<file path="src/rtl/normalizer_pkg.sv">
// Shared types for the sequential normalizer: controller state encoding.
package normalizer_pkg;

  typedef enum logic [1:0] {
    IDLE  = 2'd0,
    SHIFT = 2'd1,
    DONE  = 2'd2
  } state_t;

endpackage

</file>
<file path="src/rtl/norm_step.sv">
// One-bit zero-fill shift toward the MSB (lr=1) or the LSB (lr=0).
module norm_step #(
  parameter int N = 8
) (
  input  logic [N-1:0] d,
  input  logic         lr,
  output logic [N-1:0] q
);

  // single-position shift, zero filled
  always_comb begin
    q = d;
    if (lr) begin
      q = d << 1;
    end else begin
      q = d >> 1;
    end
  end

endmodule

</file>
<file path="src/rtl/seq_normalizer.sv">
// Multi-cycle normalizer: shifts a word one bit per cycle until the chosen end
// bit is set, reporting the normalized word, the shift count and a zero flag.
module seq_normalizer
  import normalizer_pkg::*;
#(
  parameter int N = 8
) (
  input  logic                 clk,
  input  logic                 reset,
  input  logic                 start,
  input  logic [N-1:0]         a,
  input  logic                 lr,
  output logic                 ready,
  output logic                 done,
  output logic [N-1:0]         y,
  output logic [$clog2(N)-1:0] amt,
  output logic                 zero
);

  localparam int AW = $clog2(N);

  state_t        state_r;
  state_t        state_s;
  logic [N-1:0]  y_r;
  logic [N-1:0]  step_s;
  logic [AW-1:0] amt_r;
  logic          zero_r;
  logic          lr_r;
  logic          tbit_s;

  norm_step #(.N(N)) u_step (
    .d  (y_r),
    .lr (lr_r),
    .q  (step_s)
  );

  // target bit of the current word in the latched direction
  always_comb begin
    tbit_s = 1'b0;
    if (lr_r) begin
      tbit_s = y_r[N-1];
    end else begin
      tbit_s = y_r[0];
    end
  end

  // next-state logic
  always_comb begin
    state_s = state_r;
    case (state_r)
      IDLE: begin
        if (start) begin
          state_s = (a == '0) ? DONE : SHIFT;
        end else begin
          state_s = IDLE;
        end
      end
      SHIFT: begin
        if (tbit_s) begin
          state_s = DONE;
        end else begin
          state_s = SHIFT;
        end
      end
      DONE:    state_s = IDLE;
      default: state_s = IDLE;
    endcase
  end

  // state, data register, shift count and zero flag
  always_ff @(posedge clk) begin
    if (reset) begin
      state_r <= IDLE;
      y_r     <= '0;
      amt_r   <= '0;
      zero_r  <= 1'b0;
      lr_r    <= 1'b0;
    end else begin
      state_r <= state_s;
      case (state_r)
        IDLE: begin
          if (start) begin
            y_r    <= a;
            lr_r   <= lr;
            amt_r  <= '0;
            zero_r <= (a == '0);
          end
        end
        SHIFT: begin
          // a nonzero word reaches its target within N-1 steps, so amt never wraps
          if (!tbit_s) begin
            y_r   <= step_s;
            amt_r <= amt_r + AW'(1);
          end
        end
        DONE: begin
          y_r <= y_r;
        end
        default: begin
          y_r <= y_r;
        end
      endcase
    end
  end

  assign ready = (state_r == IDLE);
  assign done  = (state_r == DONE);
  assign y     = y_r;
  assign amt   = amt_r;
  assign zero  = zero_r;

endmodule
</file>
<file path="config.mk">
export PLATFORM = sky130hd
export DESIGN_NAME = seq_normalizer
export DESIGN_NICKNAME = d
export VERILOG_FILES = /design/src/rtl/normalizer_pkg.sv /design/src/rtl/norm_step.sv /design/src/rtl/seq_normalizer.sv
export SDC_FILE = /design/constraint.sdc
export NUM_CORES = 1
export LEC_CHECK = 0
export CORE_MARGIN = 2
export CORE_UTILIZATION = 49
export CTS_CLUSTER_SIZE = 40
export DETAILED_ROUTE_END_ITERATION = 6
export GPL_ROUTABILITY_DRIVEN = 0
export PLACE_DENSITY = 0.82
export SYNTH_ARGS = -nofsm -noshare
export SYNTH_HDL_FRONTEND = slang
export SYNTH_SLANG_ARGS = --single-unit
</file>
<file path="constraint.sdc">
create_clock -name clk -period 2.3 [get_ports clk]
set_input_delay 0.23 -clock clk [delete_from_list [all_inputs] [get_ports clk]]
set_output_delay 0.23 -clock clk [all_outputs]
set_load 0.02 [all_outputs]
</file>
After elaboration in Yosys (flattened, before gate mapping)
Cells that the tools add are included.

storage, ports and cells
  register bits = 15
  input port bits = 12
  output and inout port bits = 14

operators by class
  add/sub/neg operators = 1
  equal/unequal tests = 4
  mux-type cells = 12
  reductions and logical operators = 5

operators by type and width
  kind                                                              number
  8-bit two-way mux                                                 3
  8-bit one-hot mux with 2 select lines                             1
  8-bit zero test                                                   1
  2-bit two-way mux                                                 3
  3-bit two-way mux                                                 2
  3-bit one-hot mux with 2 select lines                             1
  2-bit inequality test (second input constant)                     2
  2-bit one-hot mux with 2 select lines                             1
  3-bit by 1-bit adder with 3-bit output (second input constant)    1
  3-bit AND reduction                                               1
  2-bit by 1-bit == test with 1-bit output (second input constant)  1
  2-bit == test (second input constant)                             1
  2-bit zero test                                                   1
  2-bit AND reduction                                               1
  2-bit nonzero test                                                1
  1-bit two-way mux                                                 1

Depth between registers and ports, before layout
Gate-level depths: netlist of the first run.

  depth after elaboration = 4
  depth in mapped cells = 6
  depth with buffers taken out = 4

Modules after synthesis
Synthesis of the first run repeated with hierarchy kept, for this count alone.

unflattened totals
  cells, all modules = 88
  area total of the unflattened synthesis = 897.1 µm²

modules (own cells, without submodules)
  module          instances  cells each  area each (µm²)  seq. area each (µm²)
  seq_normalizer  1          79          779.5            300.3
  norm_step       1          9           117.6            0.0

Least setup slack after synthesis of the first run
Ideal clock, no wire load.

  path type = flip-flop to flip-flop
  from = reg amt_r[0] (netlist: amt[0])
  to = reg amt_r[2] (netlist: amt[2])
  setup time = 70 ps
  arrival = 1,574 ps
  slack = 655 ps
  cell stages (with the launch flop) = 5
  path buffers = 0
  cell sequence = dfxtp_1 -> ha_1 -> clkinv_16 -> or4_1 -> a21oi_1

on the way
  longest elaborated chain between the ends = 3

RTL lines
  element                                 RTL line              source
  start: declaration                      seq_normalizer.sv:26  logic [AW-1:0] amt_r;
  start signal: assignment                seq_normalizer.sv:93  amt_r <= amt_r + AW'(1);
  3-bit by 1-bit adder with 3-bit output  seq_normalizer.sv:93
  3-bit two-way mux                       seq_normalizer.sv:91  if (!tbit_s) begin
  3-bit one-hot mux with 2 select lines   seq_normalizer.sv:80  case (state_r)

No other way between the ends. The select of a mux whose other input is x is not followed.
A chain may end at the register's enable or synchronous reset.

Worst setup path after layout of the first run
  from = reg state_r[1]
  to = out done

on the way
  longest elaborated chain between the ends = 1

RTL lines
  element                   RTL line               source
  start: declaration        seq_normalizer.sv:22   state_t state_r;
  start signal: assignment  seq_normalizer.sv:79   state_r <= state_s;
  2-bit == test             seq_normalizer.sv:107  assign done = (state_r == DONE);
  end: declaration          seq_normalizer.sv:14   output logic done,

No other way between the ends.

==> results.md, run 1 <==
- Number of resized instances in the post-cts repair step: 0
- Wire length of the first global-routing pass: between 3 and 4 mm
- Dominant combinational cell family by area after synthesis: compound AO/OA/AOI/OAI gates
- Compound-Gate Fraction of Synth Area: 34.0%
- Later-pin clock latency in the skew report: between 0.2 and 0.3 ns
- Number of iterations in the first detailed-routing pass: 4
- Synthesized Nets: 110
- Critical-path cell list: nor2b_1 > clkdlybuf4s50_1
- Arrival time of data at the critical path endpoint: approximately 1.6 ns
- Die Footprint: approximately 2200 um^2
- Share of layout cells above drive strength 1: approximately an eighth
- Clock tree from TritonCTS: yes
- Share of the yosys chip area belonging to registers: about 34%
- Horizontal extent of the die: approximately 47 um
- Detailed placement HPWL: 1.53 mm
- Cells taking the most area after synthesis: sky130_fd_sc_hd__dfxtp_1 34%, sky130_fd_sc_hd__a211oi_1 11%, sky130_fd_sc_hd__o2111ai_1 5.9%
- Total negative setup slack: 0 ns
- Parity-gate share of the synthesized area counting xor and xnor cells: 0%
- Setup repair bufs after CTS: 0
- Initial core utilization: 51.9%
- Violation count after the first detailed-route iteration: 34
- Multiplexer share of the synthesized area: 3.24%
- Worst hold slack: roughly 0.47 ns
- Worst-case clock buffer depth: 2
- Num CTS Buffers: 3
- Number of standard cells after synthesis: 97
- Top FF cell, synth: sky130_fd_sc_hd__dfxtp_1
- Routed WL per cell: 15.6 um
- Remaining antenna violation count: 0
- Clock transition at the registers of the reported paths: about 0.1 ns
- Fmax achieved: 0.545 GHz
- Total Routing Usage GR: 24.1%
- Status: completed
- Initial antenna violation count: 0
- IR Drop Worst-Case VDD: ~400 uV
- Final global-route overflow total: 0
- Number of register bits inferred by synthesis: 15
- Number of diodes: 0
- Data required time at the worst endpoint: 2.07 ns
- Number of enable-type register cells in the synthesized netlist: 0
- Syn_area_per_cell: just over 9 um^2
- Shortest period the worst path allows: between 1.5 and 2 ns
- Cts-stage hold buffer count: 0
- Ratio of total power to cell area: 631 nW/um^2
- Vias in the first global route: approximately 790
- Total clock sinks: 15
- Critical path type: reg2out
- P&R area growth vs syn: 30.6%
- Unrepaired setup endpoints after global routing: false
- DRC violations left: 0
- Leak pwr: 0.398 nW
- Library cell contributing the largest single delay on the critical path: sky130_fd_sc_hd__clkdlybuf4s50_1
- Core Box Area: between 1500 and 2000 um^2
- Fin util: between 60% and 70%
- Buf/Inv on CP: 1
- Layout Skew: slightly above 0.005 ns
- Hold Violations, Final: 0
- Cell class contributing the biggest share of worst-path delay: buffers and inverters
- Final slew viol count: 0
- Share of flip-flops with an asynchronous set or reset after synthesis: 0%
- Number of endpoints failing setup at the final stage: 0
- Stage delay of the slowest cell on the critical path: between 0.6 and 0.7 ns
- Number of vias in the routed layout: 898
- Class of the tightest hold or removal check: reg2reg
- Final wirelength: approximately 2.2 mm
- Simple-gate area share of the yosys netlist: between 10% and 20%
- Largest net degree at the start of global routing: 19
- Library cells used by synthesis: 30
- Highest net fanout along the worst path: 10
- Height of the die: 46.6 um
- Synthesized cell area: 887 um^2
- Io pins: 26
- Count of warnings emitted by yosys: 0
- Adder-cell share of the synthesized area: under 10%
- Cell accounting for the most synthesized area: sky130_fd_sc_hd__dfxtp_1
- Proportion of netlist area held by the largest area contributor: between 30% and 40%
- H-tree level count: 1
- Clock root buffer: sky130_fd_sc_hd__clkbuf_4
- NumNets Final: about 130
- Ratio of routed vias to standard cells: around 6.3
- CP Launch Type: flop
- Max cap viols: 0
- Post-route fraction of the period consumed by the critical path: about four fifths
- Port Buffers: 25
- Std-Cell Rows: 15
- CP endpoint kind: output port
- Worst slew margin: around 58%
- Worst Tran Pin Value: roughly 0.63 ns
- Filler Cell Count: 140
final timing paths:
path,slack [ns],start,end,cells past startpoint
worst max-delay path,0.47,state_r[1]$_SDFF_PP0_,done,2
worst min-delay path,0.47,zero$_SDFFE_PP0P_,zero$_SDFFE_PP0P_,2
worst max register to register,0.67,state_r[1]$_SDFF_PP0_,y[7]$_SDFFE_PP0P_,3
worst min register to register,0.47,zero$_SDFFE_PP0P_,zero$_SDFFE_PP0P_,2
kinds of logic after synthesis:
family                   after synthesis
AO/OA/AOI/OAI                         44
adder cells (fa/ha/maj)                1
multiplexers                           2
AND/OR/NAND/NOR                       23
flip-flops                            15
buffers and inverters                 12
layout make-up:
cell class,instances,area (um^2),area share [%]
clock buffers,3,22.5,1.94
inverters,2,33.8,2.92
multi-input cells,70,500,43.2
well taps,25,31.3,2.70
repair buffers,27,265,22.9
clock inverters,1,5.00,0.432
flip-flops and latches,15,300,25.9
synthesized netlist by cell type, types with 2 or more instances:
cell	n
sky130_fd_sc_hd__and2b_2	4
sky130_fd_sc_hd__o31ai_1	6
sky130_fd_sc_hd__buf_2	6
sky130_fd_sc_hd__o2111ai_1	6
sky130_fd_sc_hd__nor4_1	2
sky130_fd_sc_hd__dfxtp_1	15
sky130_fd_sc_hd__o21ai_0	6
sky130_fd_sc_hd__a211oi_1	13
sky130_fd_sc_hd__nor2b_1	4
sky130_fd_sc_hd__clkbuf_1	3
sky130_fd_sc_hd__o211ai_1	2
sky130_fd_sc_hd__nand2_1	5
sky130_fd_sc_hd__a21oi_1	8
routing by layer:
metal	up-vias	track usage [%]	wire (um)
met3	9	7.06	138
met1	426	29.3	998
met5	-	0	0
li1	422	-	-
met4	0	13.1	58
met2	41	37.5	1030
where the power goes:
part	total (mW)	internal, mW	switching [mW]
Sequential	0.323	0.287	0.0358
Combinational	0.250	0.117	0.133
Clock	0.158	0.0648	0.0931
Total	0.731	0.469	0.262
registers in the layout, indices dropped and copies added (netlist names):
| signal | flops |
|---|---|
| y | 8 |
| zero | 1 |
| amt | 3 |
| state_r | 2 |
| lr_r | 1 |
placed cells by master (no fill, tap or decap), types with 2 or more instances in the layout:
cell | synthesis | final
sky130_fd_sc_hd__a211oi_1 | 13 | 13
sky130_fd_sc_hd__a21oi_1 | 8 | 8
sky130_fd_sc_hd__and2b_2 | 4 | 4
sky130_fd_sc_hd__buf_4 | 0 | 2
sky130_fd_sc_hd__clkbuf_4 | 0 | 3
sky130_fd_sc_hd__clkdlybuf4s50_1 | 0 | 25
sky130_fd_sc_hd__dfxtp_1 | 15 | 15
sky130_fd_sc_hd__nand2_1 | 5 | 5
sky130_fd_sc_hd__nor2b_1 | 4 | 4
sky130_fd_sc_hd__nor4_1 | 2 | 2
sky130_fd_sc_hd__o2111ai_1 | 6 | 6
sky130_fd_sc_hd__o211ai_1 | 2 | 2
sky130_fd_sc_hd__o21ai_0 | 6 | 6
sky130_fd_sc_hd__o31ai_1 | 6 | 6
worst register-to-register path, cell delays in order (launching register included):
cell and delay (ns):
sky130_fd_sc_hd__dfxtp_1 0.52, sky130_fd_sc_hd__nand2b_1 0.56, sky130_fd_sc_hd__o21ai_1 0.20, sky130_fd_sc_hd__a211oi_1 0.26
per-stage QoR:
| step | power [mW] | area, um^2 | cells | setup slack (ns) |
|---|---|---|---|---|
| 2_1_floorplan | 0.478 | 887 | 97 | 0.655 |
| 3_3_place_gp | 0.570 | 1130 | 139 | 0.597 |
| 3_5_place_dp | 0.574 | 1130 | 139 | 0.561 |
| 4_1_cts | 0.734 | 1160 | 143 | 0.461 |
| 5_1_grt | 0.777 | 1160 | 143 | 0.366 |
| 6_report | 0.731 | 1160 | 143 | 0.466 |
Note: power is estimated with default switching activity, not from simulation.
==> run 2, diff against run 1 <==
CORE_UTILIZATION = 41   (was 49)
PLACE_DENSITY = 0.74   (was 0.82)
clock period = 1.6 ns   (was 2.3 ns; I/O delays follow)
==> run 2 against run 1 <==
  * Setup slack got worse by 0.40 ns
  * Register-to-register slack got worse by 0.55 ns
  * Count of clock-buffer cells in the layout increased by 1
  * Core utilization decreased by 6.3 points
  * Non-clock buffer count increased by 9
  * Wire length decreased by 0.99%
  * Final area increased by 6.4%
  * Critical path depth decreased by 1
  * Sequential share of layout area decreased by 1.5 points
  * Critical endpoint is now y[0]
  * First-iteration DRC count decreased by 65%
  * Clock skew decreased by 0.0021 ns
  * Flip-flop and latch count unchanged
==> results.md, run 2 (synthesis gave the netlist of run 1 again) <==
- H-tree level count: 1
- Height of the die: 50.5 um
- Final wirelength: 2.21 mm
- Cell-internal power: approximately 0.71 mW
- Critical-path cell list: clkdlybuf4s50_1
- Buf/Inv on CP: 1
- Core Box Area: 2000 um^2
- Status: completed
- IR Drop Worst-Case VDD: roughly 500 uV
- Fmax achieved: approximately 0.65 GHz
- Number of flip-flops in the largest register: 8
- Routed WL per cell: about 14 um
- Ratio of total power to cell area: 876 nW/um^2
- Total negative setup slack: 0 ns
- CP endpoint kind: output port
- Remaining antenna violation count: 0
- CP Launch Type: flop
- Start point of the worst min-delay path: lr
- Worst reg2reg path startpoint: amt[0]$_SDFFE_PP0P_
- Number of standard cells in the final layout excluding fillers: around 150
- Part of the power in the clock network: between 20% and 30%
- Most common library cell in the layout ignoring fill and taps: sky130_fd_sc_hd__clkdlybuf4s50_1
- Number of resized instances in the post-cts repair step: 2
- Net load switching power: ~0.37 mW
- Std-Cell Rows: 16
- Most used cells in the layout excluding fill and tap cells: 23 x sky130_fd_sc_hd__clkdlybuf4s50_1, 14 x sky130_fd_sc_hd__dfxtp_1, 13 x sky130_fd_sc_hd__a211oi_1
- Critical path type: reg2out
- Wire length of the first global-routing pass: 3.88 mm
- Violation count after the first detailed-route iteration: 12
- Worst hold path cell count: 3
- Shortest period the worst path allows: roughly 1.5 ns
- R2R depth: 4
- Detailed placement HPWL: between 1.5 and 2 mm
- Die Footprint: roughly 2600 um^2
- Later-pin clock latency in the skew report: 0.28 ns
- DRC violations left: 0
- Largest net degree at the start of global routing: 13
- Leak pwr: around 0.45 nW
- Proportion of total power due to net switching: between 30% and 40%
- Cts-stage hold buffer count: 0
- Max cap viols: 0
- Number of endpoints failing setup at the final stage: 0
- Total Routing Usage GR: 20.4%
- Ratio of routed vias to standard cells: roughly 5.7
- Total clock sinks: 15
- Hold Violations, Final: 0
- Clock tree from TritonCTS: yes
- Initial core utilization: ~44%
- Arrival time of data at the critical path endpoint: between 1 and 1.5 ns
- Highest net fanout along the worst path: 5
- Number of vias in the routed layout: roughly 880
- Clock transition at the registers of the reported paths: about 0.09 ns
- Filler Cell Count: about 190
- Setup repair bufs after CTS: 0
- Worst Tran Pin Value: 0.506 ns
- Cell class contributing the biggest share of worst-path delay: buffers and inverters
- Initial antenna violation count: 0
- Library cell contributing the largest single delay on the critical path: sky130_fd_sc_hd__clkdlybuf4s50_1
- Share of layout cells above drive strength 1: a little under a fifth
- Worst Hold Endpoint: lr_r$_SDFFE_PP0P_
- Clock root buffer: sky130_fd_sc_hd__clkbuf_4
- Reg-to-reg setup timing slack: 0.12 ns
- Final global-route overflow total: 0
- Power share of the combinational group: between 30% and 40%
- Endpoint of the lowest-slack register-to-register path: amt[2]$_SDFFE_PP0P_
- Io pins: 26
- Layout Skew: about 0.0031 ns
- Total instance count after detailed placement: 150
- Portion of total power attributed to sequential cells: 42.9%
- Post-route fraction of the period consumed by the critical path: about 96%
- Class of the tightest hold or removal check: in2reg
- Unrepaired setup endpoints after global routing: false
- Horizontal extent of the die: approximately 51 um
- Number of diodes: 0
- Num CTS Buffers: 3
- Final slew viol count: 0
- Vias in the first global route: 844
- Data required time at the worst endpoint: approximately 1.4 ns
- Stage delay of the slowest cell on the critical path: 0.64 ns
- NumNets Final: approximately 140
- Number of iterations in the first detailed-routing pass: 4
- Port Buffers: 25
- P&R area growth vs syn: 38.9%
- Worst-case clock buffer depth: 2
- Worst slew margin: 66.3%
## run 2: changes by cell type in the layout (fill, tap and decap cells not counted), sizes merged
cell / previous run / this run
clkbuf: 3 / 4
buf: 2 / 11
dlymetal6s2s: 0 / 1
clkdlybuf4s50: 25 / 23
dlygate4sd2: 0 / 1
clkinv: 2 / 1
## run 2: area by class of cell
type / instances / area [um^2] / share of cell area [%]
clock buffers: 4 / 26.3 / 2.13
inverters: 2 / 33.8 / 2.74
multi-input cells: 70 / 503 / 40.8
flip-flops and latches: 15 / 302 / 24.5
well taps: 27 / 33.8 / 2.74
repair buffers: 36 / 334 / 27.1
## run 2: tightest hold or removal path, stage by stage
cell	delay (ns)
sky130_fd_sc_hd__clkdlybuf4s50_1	0.40
sky130_fd_sc_hd__nand2_1	0.06
sky130_fd_sc_hd__a21oi_1	0.05
## run 2: routing by layer
metal,part of all wire (%),track usage [%]
met5,0,0
met4,0.54,9.46
met3,3.4,5.65
met2,49,31.8
met1,47,26.2
## run 2: power groups by stage
stage	Sequential (mW)	Combinational (mW)	Clock, mW
3_3_place_gp	0.470	0.387	0
3_5_place_dp	0.472	0.394	0
4_1_cts	0.463	0.396	0.227
2_1_floorplan	0.497	0.191	0
5_1_grt	0.471	0.430	0.249
6_report	0.463	0.394	0.223
## run 2: how the worst max path moves through the flow
stage | from | endpoint | slack (ns) | cells after the start
detailed placement | start | y[2]$_SDFFE_PP0P_ | 0.04 | 5
finish | y[0]$_SDFFE_PP0P_ | y[0] | 0.07 | 1
global route | y[0]$_SDFFE_PP0P_ | y[0] | 0.006 | 1
CTS | state_r[0]$_SDFF_PP0_ | ready | 0.03 | 2
global placement | a[6] | state_r[1]$_SDFF_PP0_ | 0.07 | 5
floorplan | amt[0]$_SDFFE_PP0P_ | amt[2]$_SDFFE_PP0P_ | 0.04 | 4
## run 2: stage by stage
stage	total power, mW	instance area [um^2]	utilization, %	setup slack [ns]	hold WS (ns)
after floorplan	0.688	890	-	0.0434	0.296
after global placement	0.857	1200	60.1	0.0662	0.465
after detailed placement	0.866	1200	60.1	0.0370	0.467
after CTS	1.09	1230	61.4	0.0346	0.414
after global routing	1.15	1230	61.6	0.00568	0.428
final	1.08	1230	61.6	0.0700	0.425
